`src/rtl/led_mode_scheduler.sv`:
```
// Time-multiplexes NUM_MODES LED pattern drivers onto one 8-bit LED bank, advancing on a debounced button.
// Optional AUTO_ADVANCE_EN adds a dwell timer that advances modes without user input.
module led_mode_scheduler #(
    parameter int unsigned NUM_MODES       = 4,
    parameter int unsigned DEBOUNCE_CYCLES = 16,
    parameter int unsigned BLANK_CYCLES    = 8,
    parameter int unsigned DWELL_CYCLES    = 4096,
    localparam int unsigned MODE_W         = (NUM_MODES > 2) ? $clog2(NUM_MODES) : 1
) (
    input  logic                   clk,
    input  logic                   rst_n,
    input  logic                   btn_next,
    input  logic [8*NUM_MODES-1:0] mode_led_in,
    output logic [NUM_MODES-1:0]   mode_rst_n,
    output logic [7:0]             led_out,
    output logic [MODE_W-1:0]      cur_mode,
    output logic                   busy
);

    localparam int unsigned DB_W  = $clog2(DEBOUNCE_CYCLES);
    localparam int unsigned BLK_W = (BLANK_CYCLES > 1) ? $clog2(BLANK_CYCLES) : 1;
    localparam logic [DB_W-1:0]   DB_LAST   = DB_W'(DEBOUNCE_CYCLES - 1);
    localparam logic [BLK_W-1:0]  BLK_LAST  = BLK_W'(BLANK_CYCLES - 1);
    localparam logic [MODE_W-1:0] MODE_LAST = MODE_W'(NUM_MODES - 1);

    typedef enum logic [1:0] {
        ST_START = 2'd0,
        ST_RUN   = 2'd1,
        ST_BLANK = 2'd2
    } state_t;

    state_t state, state_nxt;

    logic [1:0]           btn_sync;
    logic                 btn_s;
    logic [DB_W-1:0]      db_cnt;
    logic                 db_level;
    logic                 db_hit;
    logic                 press_evt;
    logic                 advance;
    logic [BLK_W-1:0]     blank_cnt;
    logic                 blank_last;
    logic [7:0]           led_sel;
    logic [NUM_MODES-1:0] mode_onehot;
    logic [7:0]           led_nxt;
    logic [NUM_MODES-1:0] mode_rst_n_nxt;
    logic                 busy_nxt;

    // Two-flop synchroniser for the raw button
    always_ff @(posedge clk or negedge rst_n) begin
        if (!rst_n) btn_sync <= 2'b00;
        else        btn_sync <= {btn_sync[0], btn_next};
    end
    assign btn_s = btn_sync[1];

    // Debounce: level flips after DEBOUNCE_CYCLES consecutive differing samples
    assign db_hit = (btn_s != db_level) && (db_cnt == DB_LAST);

    always_ff @(posedge clk or negedge rst_n) begin
        if (!rst_n) begin
            db_cnt    <= '0;
            db_level  <= 1'b0;
            press_evt <= 1'b0;
        end else begin
            press_evt <= db_hit && btn_s;
            if (btn_s == db_level) begin
                db_cnt <= '0;
            end else if (db_cnt == DB_LAST) begin
                db_cnt   <= '0;
                db_level <= ~db_level;
            end else begin
                db_cnt <= db_cnt + 1'b1;
            end
        end
    end

`ifdef AUTO_ADVANCE_EN
    localparam int unsigned DWELL_W = (DWELL_CYCLES > 1) ? $clog2(DWELL_CYCLES) : 1;
    localparam logic [DWELL_W-1:0] DWELL_LAST = DWELL_W'(DWELL_CYCLES - 1);

    logic [DWELL_W-1:0] dwell_cnt;
    logic               dwell_hit;

    assign dwell_hit = (state == ST_RUN) && (dwell_cnt == DWELL_LAST);
    assign advance   = press_evt || dwell_hit;

    // Dwell timer only counts inside RUN; a press restarts it
    always_ff @(posedge clk or negedge rst_n) begin
        if (!rst_n)                                         dwell_cnt <= '0;
        else if (state != ST_RUN || press_evt || dwell_hit) dwell_cnt <= '0;
        else                                                dwell_cnt <= dwell_cnt + 1'b1;
    end
`else
    logic dwell_unused;
    assign dwell_unused = (DWELL_CYCLES != 0);
    assign advance      = press_evt;
`endif

    assign blank_last = (blank_cnt == BLK_LAST);

    // Blank gap counter and mode index
    always_ff @(posedge clk or negedge rst_n) begin
        if (!rst_n) begin
            blank_cnt <= '0;
            cur_mode  <= '0;
        end else if (state == ST_BLANK) begin
            blank_cnt <= blank_last ? '0 : blank_cnt + 1'b1;
            if (blank_last) cur_mode <= (cur_mode == MODE_LAST) ? '0 : cur_mode + 1'b1;
        end else begin
            blank_cnt <= '0;
        end
    end

    // Pattern mux; unused encodings read as all-off
    always_comb begin
        led_sel = 8'h00;
        for (int unsigned k = 0; k < NUM_MODES; k++) begin
            if (cur_mode == MODE_W'(k)) led_sel = mode_led_in[8*k +: 8];
        end
    end

    assign mode_onehot = NUM_MODES'(1) << cur_mode;

    always_ff @(posedge clk or negedge rst_n) begin
        if (!rst_n) state <= ST_START;
        else        state <= state_nxt;
    end

    always_comb begin
        state_nxt = state;
        case (state)
            ST_START: state_nxt = ST_RUN;
            ST_RUN:   if (advance) state_nxt = ST_BLANK;
            ST_BLANK: if (blank_last) state_nxt = ST_START;
            default:  state_nxt = ST_START;
        endcase
    end

    always_comb begin
        led_nxt        = 8'h00;
        mode_rst_n_nxt = '0;
        busy_nxt       = 1'b1;
        case (state)
            ST_START: mode_rst_n_nxt = mode_onehot;
            ST_RUN: begin
                led_nxt        = led_sel;
                mode_rst_n_nxt = mode_onehot;
                busy_nxt       = 1'b0;
            end
            default: ;
        endcase
    end

    // Registered LED, driver-reset and busy outputs
    always_ff @(posedge clk or negedge rst_n) begin
        if (!rst_n) begin
            led_out    <= 8'h00;
            mode_rst_n <= '0;
            busy       <= 1'b1;
        end else begin
            led_out    <= led_nxt;
            mode_rst_n <= mode_rst_n_nxt;
            busy       <= busy_nxt;
        end
    end

endmodule

```
`config.mk`:
```
export PLATFORM = sky130hd
export DESIGN_NAME = led_mode_scheduler
export DESIGN_NICKNAME = d
export VERILOG_FILES = /design/src/rtl/led_mode_scheduler.sv
export SDC_FILE = /design/constraint.sdc
export NUM_CORES = 1
export LEC_CHECK = 0
export BUFFER_PORTS_ARGS = -buffer_cell sky130_fd_sc_hd__buf_2
export CELL_PAD_IN_SITES_DETAIL_PLACEMENT = 1
export CELL_PAD_IN_SITES_GLOBAL_PLACEMENT = 1
export CORE_MARGIN = 8
export CORE_UTILIZATION = 31
export DETAILED_ROUTE_END_ITERATION = 16
export PLACE_DENSITY_LB_ADDON = 0.1
export SYNTH_ARGS = -nofsm -noshare
export SYNTH_HDL_FRONTEND = slang
export SYNTH_SLANG_ARGS = --single-unit
export TNS_END_PERCENT = 50
```
`constraint.sdc`:
```
create_clock -name clk -period 3.8 [get_ports clk]
set_input_delay 0.76 -clock clk [delete_from_list [all_inputs] [get_ports clk]]
set_output_delay 0.76 -clock clk [all_outputs]
set_load 0.005 [all_outputs]
```
==> results of run 1 <==
## power by group through the flow
stage / clock network, µW / registers [µW] / logic (µW)
after floorplan: 0 / 316 / 13.5
after detailed placement: 0 / 316 / 45.9
after global placement: 0 / 315 / 44.8
final: 235 / 310 / 44.3
after CTS: 241 / 310 / 45.9
after global routing: 256 / 311 / 49.8
## critical path, cell delays in order, from the launching register on
cell and delay (ns):
sky130_fd_sc_hd__dfrtp_1 0.41, sky130_fd_sc_hd__inv_1 0.09, sky130_fd_sc_hd__ha_1 0.35, sky130_fd_sc_hd__nor2b_1 0.56
sky130_fd_sc_hd__a221oi_1 0.19, sky130_fd_sc_hd__o41ai_2 0.33
## per-stage QoR
stage	setup slack, ns	total power [µW]	instance area, µm²	hold slack [ns]
final	1.77	589	1690	0.364
after CTS	1.75	597	1690	0.365
after global routing	1.65	617	1690	0.378
after global placement	1.90	360	1620	0.332
after detailed placement	1.77	362	1620	0.342
after floorplan	2.32	329	1350	0.331
## routing by layer
layer / track usage / up-vias / wire length [µm]
li1: - / 487 / -
met1: 0.131 / 493 / 1470
met5: 0 / - / 0
met4: 0.0368 / 0 / 24
met2: 0.164 / 32 / 1720
met3: 0.0317 / 2 / 317
## final cells by class
cell class / count / area, µm² / area share
clock buffers: 3 / 41.3 / 0.0244
clock inverters: 1 / 30.0 / 0.0177
inverters: 4 / 20.0 / 0.0118
multi-input cells: 71 / 591 / 0.349
flip-flops and latches: 28 / 702 / 0.414
well taps: 52 / 65.1 / 0.0384
repair buffers: 49 / 245 / 0.145
## cell usage after synthesis
library cell | instances | area [µm²]
sky130_fd_sc_hd__a21oi_1 | 4 | 20.0
sky130_fd_sc_hd__a221oi_1 | 5 | 43.8
sky130_fd_sc_hd__a221oi_2 | 2 | 30.0
sky130_fd_sc_hd__a32o_1 | 1 | 10.0
sky130_fd_sc_hd__and2_1 | 2 | 12.5
sky130_fd_sc_hd__and2b_1 | 4 | 30.0
sky130_fd_sc_hd__buf_2 | 3 | 15.0
sky130_fd_sc_hd__buf_4 | 1 | 7.51
sky130_fd_sc_hd__buf_6 | 1 | 11.3
sky130_fd_sc_hd__clkbuf_2 | 1 | 5.00
sky130_fd_sc_hd__dfrtp_1 | 27 | 676
sky130_fd_sc_hd__dfstp_2 | 1 | 26.3
sky130_fd_sc_hd__ha_1 | 7 | 87.6
sky130_fd_sc_hd__inv_1 | 3 | 11.3
sky130_fd_sc_hd__inv_6 | 1 | 8.76
sky130_fd_sc_hd__mux2_2 | 3 | 33.8
sky130_fd_sc_hd__nand2_1 | 3 | 11.3
sky130_fd_sc_hd__nand2b_1 | 1 | 6.26
sky130_fd_sc_hd__nand3_1 | 8 | 40.0
sky130_fd_sc_hd__nand4b_1 | 1 | 8.76
sky130_fd_sc_hd__nor2_1 | 2 | 7.51
sky130_fd_sc_hd__nor2b_1 | 11 | 68.8
sky130_fd_sc_hd__nor2b_2 | 1 | 8.76
sky130_fd_sc_hd__nor3_1 | 2 | 10.0
sky130_fd_sc_hd__nor3b_1 | 2 | 15.0
sky130_fd_sc_hd__o21ai_0 | 3 | 15.0
sky130_fd_sc_hd__o41ai_2 | 7 | 114
sky130_fd_sc_hd__xnor2_1 | 2 | 17.5
## flip-flops by register name, indices dropped and copies added (netlist names)
name,cells
mode_rst_n,4
led_out,8
btn_sync,2
db_level,1
cur_mode,2
busy,1
blank_cnt,3
advance,1
db_cnt,4
state,2
## worst paths after layout
kind,from,to,depth (start not counted)
setup / recovery,cur_mode[1],led_out[2],5
hold reg to reg,btn_sync[0],btn_sync[1],0
setup reg to reg,cur_mode[1],led_out[2],5
max in group asynchronous,rst_n,cur_mode[0],1
min in group asynchronous,rst_n,db_cnt[3],1
hold / removal,btn_sync[0],btn_sync[1],0
## cell families after synthesis
| group | after synthesis | synth area share |
|---|---|---|
| buf+inv | 10 | 0.0435 |
| xor+xnor | 2 | 0.0130 |
| compound gates | 22 | 0.172 |
| fa+ha+maj | 7 | 0.0648 |
| mux | 3 | 0.0250 |
| simple gates | 37 | 0.162 |
| flops | 28 | 0.519 |
==> insert_results.sql, run 1 <==
INSERT INTO impl_metrics (metric_group, metric, value, unit) VALUES
('power', 'clockPowerShare', '0.399', ''),
('layout', 'fillers', '497', ''),
('clocking', 'resize_count_post_cts', '0', ''),
('detailed_routing', 'postRouteAntennaNets', '0', ''),
('timing', 'finalSetupViolCount', '0', ''),
('timing', 'max_freq', '493', 'MHz'),
('clocking', 'post_cts.repair.setup_buffers', '0', ''),
('timing', 'part_of_the_cycle_the_worst_path_needs', '0.534', ''),
('power', 'power_density', '348', 'nW/µm²'),
('die', 'core_area', '4260', 'µm²'),
('layout', 'num-nets-final', '199', ''),
('worst_setup_path', 'flop_to_flop_setup_slack', '1.77', 'ns'),
('timing', 'setup_repair_after_global_routing_missed_its_margin', 'false', ''),
('yosys', 'syn_area_per_cell', '12.4', 'µm²'),
('detailed_routing', 'post-route-drc-count', '0', ''),
('yosys', 'yosys_register_bits', '28', ''),
('die', 'core.rowCount', '24', ''),
('die', 'overall_die_area', '6730', 'µm²'),
('timing', 'maxSlewHeadroom', '0.467', ''),
('timing', 'tightest_slew', '0.799', 'ns'),
('die', 'floorplan.initialDensity', '0.317', ''),
('layout', 'layout.cells.most_common', 'sky130_fd_sc_hd__buf_2', ''),
('layout', 'drive_gt1_frac', '0.436', ''),
('detailed_routing', 'drt-wirelength-per-cell', '17.0', 'µm'),
('yosys', 'synthCells', '109', ''),
('power', 'ir_drop', '0.126', 'mV'),
('global_routing', 'antenna_found_initial', '0', ''),
('timing', 'fin_skew', '0.00579', 'ns'),
('power', 'power.leakage', '0.000822', 'µW'),
('global_routing', 'vias_in_the_first_global_route', '1104', ''),
('die', 'die_width', '82.0', 'µm'),
('clocking', 'worst_skew_pair.late_latency', '0.27', 'ns'),
('worst_setup_path', 'type_of_element_launching_the_critical_path', 'flop', ''),
('yosys', 'yosys_warnings', '0', ''),
('clocking', 'tritoncts_clock_tree', 'yes', ''),
('worst_setup_path', 'critPathCaptureType', 'flop', ''),
('global_routing', 'groute.usage.overall', '0.104', ''),
('timing', 'report.final.slew_viol_count', '0', ''),
('power', 'combPwrFrac', '0.075', ''),
('layout', 'layout.core_utilization', '0.397', ''),
('yosys', 'synth_seq_area_share', '0.519', ''),
('placement', 'io_buffer_count', '49', ''),
('clocking', 'hold_buffers', '0', ''),
('clocking', 'cts-htree-levels', '1', ''),
('detailed_routing', 'vias_per_cell', '4.88', ''),
('detailed_routing', 'routed-via-count', '1014', ''),
('min_path', 'min-delay-path-class', 'reg2reg', ''),
('yosys', 'synth_cell_type_count', '28', ''),
('layout', 'layout_overhead_on_the_synthesized_area', '25.4', '%'),
('power', 'netSwitchingFraction', '0.201', ''),
('clocking', 'clock_tree.root_cell', 'sky130_fd_sc_hd__clkbuf_8', ''),
('placement', 'place_inst', '204', ''),
('clocking', 'numClockSinks', '28', ''),
('run_status', 'result_of_the_run', 'finished clean', ''),
('clocking', 'cts.path.max_buffers', '2', ''),
('timing', 'hold_viol', '0', ''),
('layout', 'final_cell_mix', 'sky130_fd_sc_hd__buf_2, sky130_fd_sc_hd__dfrtp_1, sky130_fd_sc_hd__nor2b_1', ''),
('job', 'max_cap_violations', '0', ''),
('detailed_routing', 'drt-total-wl', '3530', 'µm'),
('global_routing', 'grt_pass1_wl', '5330', 'µm'),
('global_routing', 'grt_start_max_net_pins', '29', ''),
('clocking', 'tritoncts.num_buffers', '3', ''),
('detailed_routing', 'drtIter0Drc', '40', ''),
('power', 'intPower', '471', 'µW'),
('yosys', 'syn_nets', '151', ''),
('yosys', 'synth_area', '1350', 'µm²'),
('timing', 'layout_min_cycle_time', '2.03', 'ns'),
('placement', 'final_estimated_routing_congestion_in_global_placement', '0.736', ''),
('layout', 'final_cells', '208', ''),
('worst_setup_path', 'worst_path_required_time', '3.97', 'ns'),
('clocking', 'path_clk_slew', '0.10', 'ns'),
('timing', 'setup_total_negative_slack', '0', 'ns'),
('worst_setup_path', 'timing.critical_path.arrival', '2.19', 'ns'),
('layout', 'antenna-diode-count', '0', ''),
('worst_setup_path', 'path_class', 'reg2reg', ''),
('placement', 'detailedPlacementHpwl', '2690', 'µm'),
('detailed_routing', 'detail_route.first_pass.iterations', '4', ''),
('worst_setup_path', 'worst_path_fanout_max', '11', ''),
('power', 'share_seq_of_total_power', '0.526', ''),
('global_routing', 'grt_remaining_overflow', '0', ''),
('die', 'top_level_ports', '50', ''),
('die', 'fp.dieH', '82.0', 'µm'),
('power', 'net-switching-power', '118', 'µW');
(Power assumes the default switching activity.)
==> run 2, diff against run 1 <==
clock period = 1.9 ns   (was 3.8 ns; I/O delays follow)
==> insert_results.sql, run 2 (synthesized netlist as in run 1, its figures left out) <==
INSERT INTO impl_metrics (metric_group, metric, value, unit) VALUES
('run_status', 'result_of_the_run', 'finished clean', ''),
('worst_setup_path', 'type_of_element_launching_the_critical_path', 'flop', ''),
('detailed_routing', 'drtIter0Drc', '28', ''),
('worst_setup_path', 'path_class', 'reg2reg', ''),
('clocking', 'cts-htree-levels', '1', ''),
('layout', 'antenna-diode-count', '0', ''),
('power', 'intPower', '942', 'µW'),
('min_path', 'min-delay-path-class', 'in2async', ''),
('clocking', 'post_cts.repair.setup_buffers', '0', ''),
('detailed_routing', 'routed-via-count', '1041', ''),
('timing', 'hold_viol', '0', ''),
('detailed_routing', 'post-route-drc-count', '0', ''),
('global_routing', 'groute.usage.overall', '0.111', ''),
('power', 'power.leakage', '0.000840', 'µW'),
('power', 'share_seq_of_total_power', '0.525', ''),
('clocking', 'numClockSinks', '28', ''),
('placement', 'detailedPlacementHpwl', '2770', 'µm'),
('layout', 'layout.cells.most_common', 'sky130_fd_sc_hd__buf_2', ''),
('die', 'overall_die_area', '6730', 'µm²'),
('power', 'netSwitchingFraction', '0.202', ''),
('detailed_routing', 'detail_route.first_pass.iterations', '2', ''),
('power', 'net-switching-power', '239', 'µW'),
('global_routing', 'antenna_found_initial', '0', ''),
('worst_setup_path', 'worst_path_max_delay_cell', 'sky130_fd_sc_hd__ha_1', ''),
('clocking', 'resize_count_post_cts', '1', ''),
('placement', 'pre_cts_slack', '0.0105', 'ns'),
('power', 'power_consumption', '1180', 'µW'),
('timing', 'maxSlewHeadroom', '0.573', ''),
('worst_setup_path', 'worst_path_fanout_max', '17', ''),
('die', 'core.rowCount', '24', ''),
('layout', 'drive_gt1_frac', '0.453', ''),
('die', 'top_level_ports', '50', ''),
('timing', 'tightest_slew', '0.640', 'ns'),
('power', 'power_density', '687', 'nW/µm²'),
('worst_setup_path', 'number_of_cells_traversed_by_the_worst_register_to_register_path', '5', ''),
('worst_setup_path', 'timing.critical_path.slowest_cell_delay', '0.56', 'ns'),
('power', 'ir_drop', '0.245', 'mV'),
('clocking', 'path_clk_slew', '0.10', 'ns'),
('layout', 'biggestRegsByFlops', 'led_out: 8 flops, db_cnt: 4 flops, mode_rst_n: 4 flops', ''),
('worst_setup_path', 'r2r_start', 'cur_mode[0]', ''),
('job', 'max_cap_violations', '0', ''),
('worst_setup_path', 'critical_path.top_delay_family', 'adder cells', ''),
('timing', 'layout_min_cycle_time', '1.71', 'ns'),
('timing', 'report.final.slew_viol_count', '0', ''),
('clocking', 'cts.path.max_buffers', '2', ''),
('power', 'combPwrFrac', '0.075', ''),
('detailed_routing', 'vias_per_cell', '4.93', ''),
('worst_setup_path', 'timing.critical_path.arrival', '1.89', 'ns'),
('die', 'core_area', '4260', 'µm²'),
('layout', 'num-nets-final', '202', ''),
('timing', 'fin_skew', '0.00662', 'ns'),
('worst_setup_path', 'worst_path_required_time', '2.08', 'ns'),
('detailed_routing', 'postRouteAntennaNets', '0', ''),
('layout', 'layout_overhead_on_the_synthesized_area', '27.2', '%'),
('clocking', 'worst_skew_pair.late_latency', '0.28', 'ns'),
('power', 'clockPowerShare', '0.400', ''),
('worst_setup_path', 'worstPathBufferInverterCount', '1', ''),
('clocking', 'tritoncts.num_buffers', '3', ''),
('detailed_routing', 'drt-total-wl', '3590', 'µm'),
('layout', 'max_flop_register', 'led_out', ''),
('timing', 'setup_repair_after_global_routing_missed_its_margin', 'false', ''),
('timing', 'finalSetupViolCount', '0', ''),
('global_routing', 'grt_remaining_overflow', '0', ''),
('detailed_routing', 'drt-wirelength-per-cell', '17.0', 'µm'),
('global_routing', 'vias_in_the_first_global_route', '1173', ''),
('die', 'fp.dieH', '82.0', 'µm'),
('clocking', 'tritoncts_clock_tree', 'yes', ''),
('placement', 'final_estimated_routing_congestion_in_global_placement', '0.701', ''),
('layout', 'largest_reg_flops', '8', ''),
('worst_setup_path', 'critPathCaptureType', 'flop', ''),
('die', 'die_width', '82.0', 'µm'),
('worst_setup_path', 'ordered_cell_list_for_the_critical_path', 'inv_1 > ha_1 > nor2b_1 > nor3_1 > a32o_1', ''),
('worst_setup_path', 'endpoint_of_the_worst_slack_reg_to_reg_timing_path', 'led_out[6]', ''),
('worst_setup_path', 'flop_to_flop_setup_slack', '0.19', 'ns'),
('clocking', 'clock_tree.root_cell', 'sky130_fd_sc_hd__clkbuf_8', ''),
('global_routing', 'grt_start_max_net_pins', '29', ''),
('timing', 'setup_total_negative_slack', '0', 'ns'),
('clocking', 'hold_buffers', '0', ''),
('die', 'floorplan.initialDensity', '0.317', ''),
('timing', 'max_freq', '585', 'MHz'),
('layout', 'final_cell_mix', 'sky130_fd_sc_hd__buf_2, sky130_fd_sc_hd__dfrtp_1, sky130_fd_sc_hd__nor2b_1', ''),
('timing', 'part_of_the_cycle_the_worst_path_needs', '0.899', ''),
('placement', 'io_buffer_count', '49', ''),
('timing', 'worst_slack', '0.192', 'ns'),
('global_routing', 'grt_pass1_wl', '5780', 'µm');
run 2: worst max-delay path by stage:
stage | start | to | slack (ns) | cells past startpoint
6_report | cur_mode[0] | led_out[6] | 0.19 | 5
5_1_grt | cur_mode[0] | led_out[6] | 0.07 | 5
4_1_cts | cur_mode[0] | led_out[4] | 0.19 | 5
3_5_place_dp | cur_mode[0] | led_out[4] | 0.01 | 5
3_3_place_gp | cur_mode[0] | led_out[1] | 0.06 | 5
2_1_floorplan | cur_mode[0] | led_out[0] | 0.42 | 6
run 2: layer usage:
| metal | part of all wire | GRT usage | vias up |
|---|---|---|---|
| met5 | 0 | 0 | - |
| met4 | 0.0097 | 0.0368 | 0 |
| met3 | 0.086 | 0.0306 | 4 |
| met2 | 0.48 | 0.183 | 30 |
| met1 | 0.42 | 0.135 | 513 |
| li1 | - | - | 494 |
run 2: metrics by stage:
step                 util  cell area (µm²)  hold WS [ns]  std cells
global route        0.403             1720         0.150        211
finish              0.403             1720         0.112        211
detailed placement  0.386             1650         0.341        207
global placement    0.386             1650         0.332        207
CTS                 0.403             1720         0.135        211
floorplan               -             1350        0.0844        109
run 2: cell type report:
class / count / area [µm²]
clock buffers: 3 / 41.3
clock inverters: 1 / 30.0
fillers: 501 / 2540
inverters: 4 / 20.0
multi-input cells: 71 / 593
flip-flops and latches: 28 / 702
well taps: 52 / 65.1
repair buffers: 52 / 268
run 2: power by group through the flow:
stage	registers [µW]	logic (µW)	clock network, µW
finish	620	88.6	473
global route	623	98.8	513
CTS	620	91.6	487
detailed placement	632	91.4	0
global placement	631	88.4	0
floorplan	632	27.0	0
==> run 3, diff against run 2 <==
PLACE_DENSITY_LB_ADDON = 0.2   (was 0.1)
==> insert_results.sql, run 3 (synthesized netlist as in run 1, its figures left out) <==
INSERT INTO impl_metrics (metric_group, metric, value, unit) VALUES
('run_status', 'result_of_the_run', 'finished clean', ''),
('timing', 'fin_skew', '0.0100', 'ns'),
('worst_setup_path', 'timing.critical_path.arrival', '1.88', 'ns'),
('detailed_routing', 'drtIter0Drc', '61', ''),
('timing', 'setup_repair_after_global_routing_missed_its_margin', 'false', ''),
('layout', 'biggestRegsByFlops', 'led_out: 8 flops, db_cnt: 4 flops, mode_rst_n: 4 flops', ''),
('global_routing', 'antenna_found_initial', '0', ''),
('worst_setup_path', 'critPathCaptureType', 'flop', ''),
('worst_setup_path', 'path_class', 'reg2reg', ''),
('global_routing', 'grt_start_max_net_pins', '29', ''),
('worst_setup_path', 'ordered_cell_list_for_the_critical_path', 'inv_1 > ha_1 > nor2b_2 > a221oi_1 > o41ai_2', ''),
('power', 'intPower', '942', 'µW'),
('clocking', 'path_clk_slew', '0.10', 'ns'),
('layout', 'multi_input_area', '593', 'µm²'),
('min_path', 'min-delay-path-class', 'in2async', ''),
('worst_setup_path', 'number_of_cells_traversed_by_the_worst_register_to_register_path', '5', ''),
('die', 'top_level_ports', '50', ''),
('layout', 'max_flop_register', 'led_out', ''),
('timing', 'maxSlewHeadroom', '0.575', ''),
('die', 'core_area', '4260', 'µm²'),
('layout', 'layout_overhead_on_the_synthesized_area', '27.2', '%'),
('worst_setup_path', 'worst_path_required_time', '2.08', 'ns'),
('timing', 'finalSetupViolCount', '0', ''),
('clocking', 'tritoncts_clock_tree', 'yes', ''),
('die', 'die_width', '82.0', 'µm'),
('detailed_routing', 'drt-total-wl', '3510', 'µm'),
('clocking', 'worst_skew_pair.late_latency', '0.28', 'ns'),
('detailed_routing', 'post-route-drc-count', '0', ''),
('die', 'fp.dieH', '82.0', 'µm'),
('timing', 'setup_total_negative_slack', '0', 'ns'),
('power', 'ir_drop', '0.288', 'mV'),
('worst_setup_path', 'endpoint_of_the_worst_slack_reg_to_reg_timing_path', 'led_out[0]', ''),
('layout', 'antenna-diode-count', '0', ''),
('clocking', 'numClockSinks', '28', ''),
('detailed_routing', 'detail_route.first_pass.iterations', '2', ''),
('placement', 'io_buffer_count', '49', ''),
('timing', 'part_of_the_cycle_the_worst_path_needs', '0.893', ''),
('placement', 'detailedPlacementHpwl', '2720', 'µm'),
('power', 'power_density', '687', 'nW/µm²'),
('clocking', 'post_cts.repair.setup_buffers', '0', ''),
('die', 'floorplan.initialDensity', '0.317', ''),
('timing', 'max_freq', '589', 'MHz'),
('detailed_routing', 'postRouteAntennaNets', '0', ''),
('timing', 'report.final.slew_viol_count', '0', ''),
('die', 'overall_die_area', '6730', 'µm²'),
('power', 'clockPowerShare', '0.401', ''),
('layout', 'num-nets-final', '202', ''),
('detailed_routing', 'drt-wirelength-per-cell', '16.6', 'µm'),
('layout', 'largest_reg_flops', '8', ''),
('detailed_routing', 'vias_per_cell', '4.84', ''),
('clocking', 'cts-htree-levels', '1', ''),
('clocking', 'clock_tree.root_cell', 'sky130_fd_sc_hd__clkbuf_8', ''),
('power', 'net-switching-power', '239', 'µW'),
('worst_setup_path', 'type_of_element_launching_the_critical_path', 'flop', ''),
('timing', 'holdWs', '0.114', 'ns'),
('layout', 'final_cell_mix', 'sky130_fd_sc_hd__buf_2, sky130_fd_sc_hd__dfrtp_1, sky130_fd_sc_hd__nor2b_1', ''),
('detailed_routing', 'routed-via-count', '1022', ''),
('power', 'combPwrFrac', '0.075', ''),
('global_routing', 'groute.usage.overall', '0.107', ''),
('global_routing', 'grt_pass1_wl', '5730', 'µm'),
('layout', 'seqCellArea', '702', 'µm²'),
('worst_setup_path', 'timing.critical_path.slowest_cell_delay', '0.45', 'ns'),
('power', 'share_seq_of_total_power', '0.525', ''),
('die', 'core.rowCount', '24', ''),
('global_routing', 'grt_remaining_overflow', '0', ''),
('placement', 'final_estimated_routing_congestion_in_global_placement', '0.682', ''),
('job', 'max_cap_violations', '0', ''),
('timing', 'tightest_slew', '0.638', 'ns'),
('worst_setup_path', 'worst_path_fanout_max', '7', ''),
('power', 'power.leakage', '0.000840', 'µW'),
('worst_setup_path', 'flop_to_flop_setup_slack', '0.20', 'ns'),
('timing', 'hold_viol', '0', ''),
('power', 'netSwitchingFraction', '0.203', ''),
('layout', 'drive_gt1_frac', '0.453', ''),
('worst_setup_path', 'r2r_start', 'cur_mode[0]', ''),
('layout', 'layout.cells.most_common', 'sky130_fd_sc_hd__buf_2', ''),
('global_routing', 'vias_in_the_first_global_route', '1159', ''),
('clocking', 'cts.path.max_buffers', '2', ''),
('worst_setup_path', 'worst_path_max_delay_cell', 'sky130_fd_sc_hd__dfrtp_1', ''),
('clocking', 'tritoncts.num_buffers', '3', ''),
('timing', 'layout_min_cycle_time', '1.70', 'ns'),
('layout', 'fillers', '499', '');
run 3: cell counts in the layout (fill, tap and decap cells not counted):
Identical to the previous run, type by type.
run 3: worst max-delay path, delay by kind of cell, from the launching register on:
kind	cells	cell delay, ns
AO/OA/AOI/OAI	2	0.47
adder cells (fa/ha/maj)	1	0.19
buffers and inverters	1	0.11
flip-flops	1	0.45
AND/OR/NAND/NOR	1	0.37
run 3: power groups by stage:
stage | combinational (µW) | sequential, µW | clock (µW)
after floorplan | 27.0 | 632 | 0
after global placement | 87.4 | 631 | 0
after detailed placement | 90.9 | 632 | 0
after CTS | 91.4 | 620 | 485
after global routing | 100 | 623 | 506
final | 88.1 | 620 | 473
run 3: final cells by class:
class,instances,share of cell area
Tap cell,52,0.0378
Inverter,4,0.0116
Clock inverter,1,0.0175
Timing Repair Buffer,52,0.156
Sequential cell,28,0.408
Clock buffer,3,0.0240
Multi-Input combinational cell,71,0.345
run 3: how the worst max path moves through the flow:
| stage | from | endpoint | slack, ns | depth (start not counted) |
|---|---|---|---|---|
| floorplan | cur_mode[0] | led_out[0] | 0.42 | 6 |
| global placement | cur_mode[0] | led_out[1] | 0.12 | 5 |
| detailed placement | cur_mode[0] | led_out[4] | 0.01 | 5 |
| CTS | cur_mode[0] | led_out[0] | 0.18 | 5 |
| global route | cur_mode[0] | led_out[0] | 0.07 | 5 |
| finish | cur_mode[0] | led_out[0] | 0.20 | 5 |
run 3: metrics by stage:
| step | setup WS (ns) | std cells | instance area, µm² | power (µW) | util |
|---|---|---|---|---|---|
| after floorplan | 0.417 | 109 | 1350 | 659 | - |
| after global placement | 0.118 | 207 | 1650 | 718 | 0.386 |
| after detailed placement | 0.0140 | 207 | 1650 | 723 | 0.386 |
| after CTS | 0.178 | 211 | 1720 | 1200 | 0.403 |
| after global routing | 0.0729 | 211 | 1720 | 1230 | 0.403 |
| final | 0.203 | 211 | 1720 | 1180 | 0.403 |
run 3: routing by layer:
layer  track usage  share of wire  vias to the layer above
li1              -              -                      493
met5             0              0                        -
met4        0.0263         0.0088                        0
met3        0.0306          0.069                        4
met1         0.133           0.41                      502
met2         0.179           0.51                       23
run 3: timing repair:
action | 4_1_cts | 5_1_grt
gates resized for setup | 1 | 0
hold buffers | 0 | 0
hold endpoints to repair | 0 | 0
setup endpoints to repair | 3 | 0
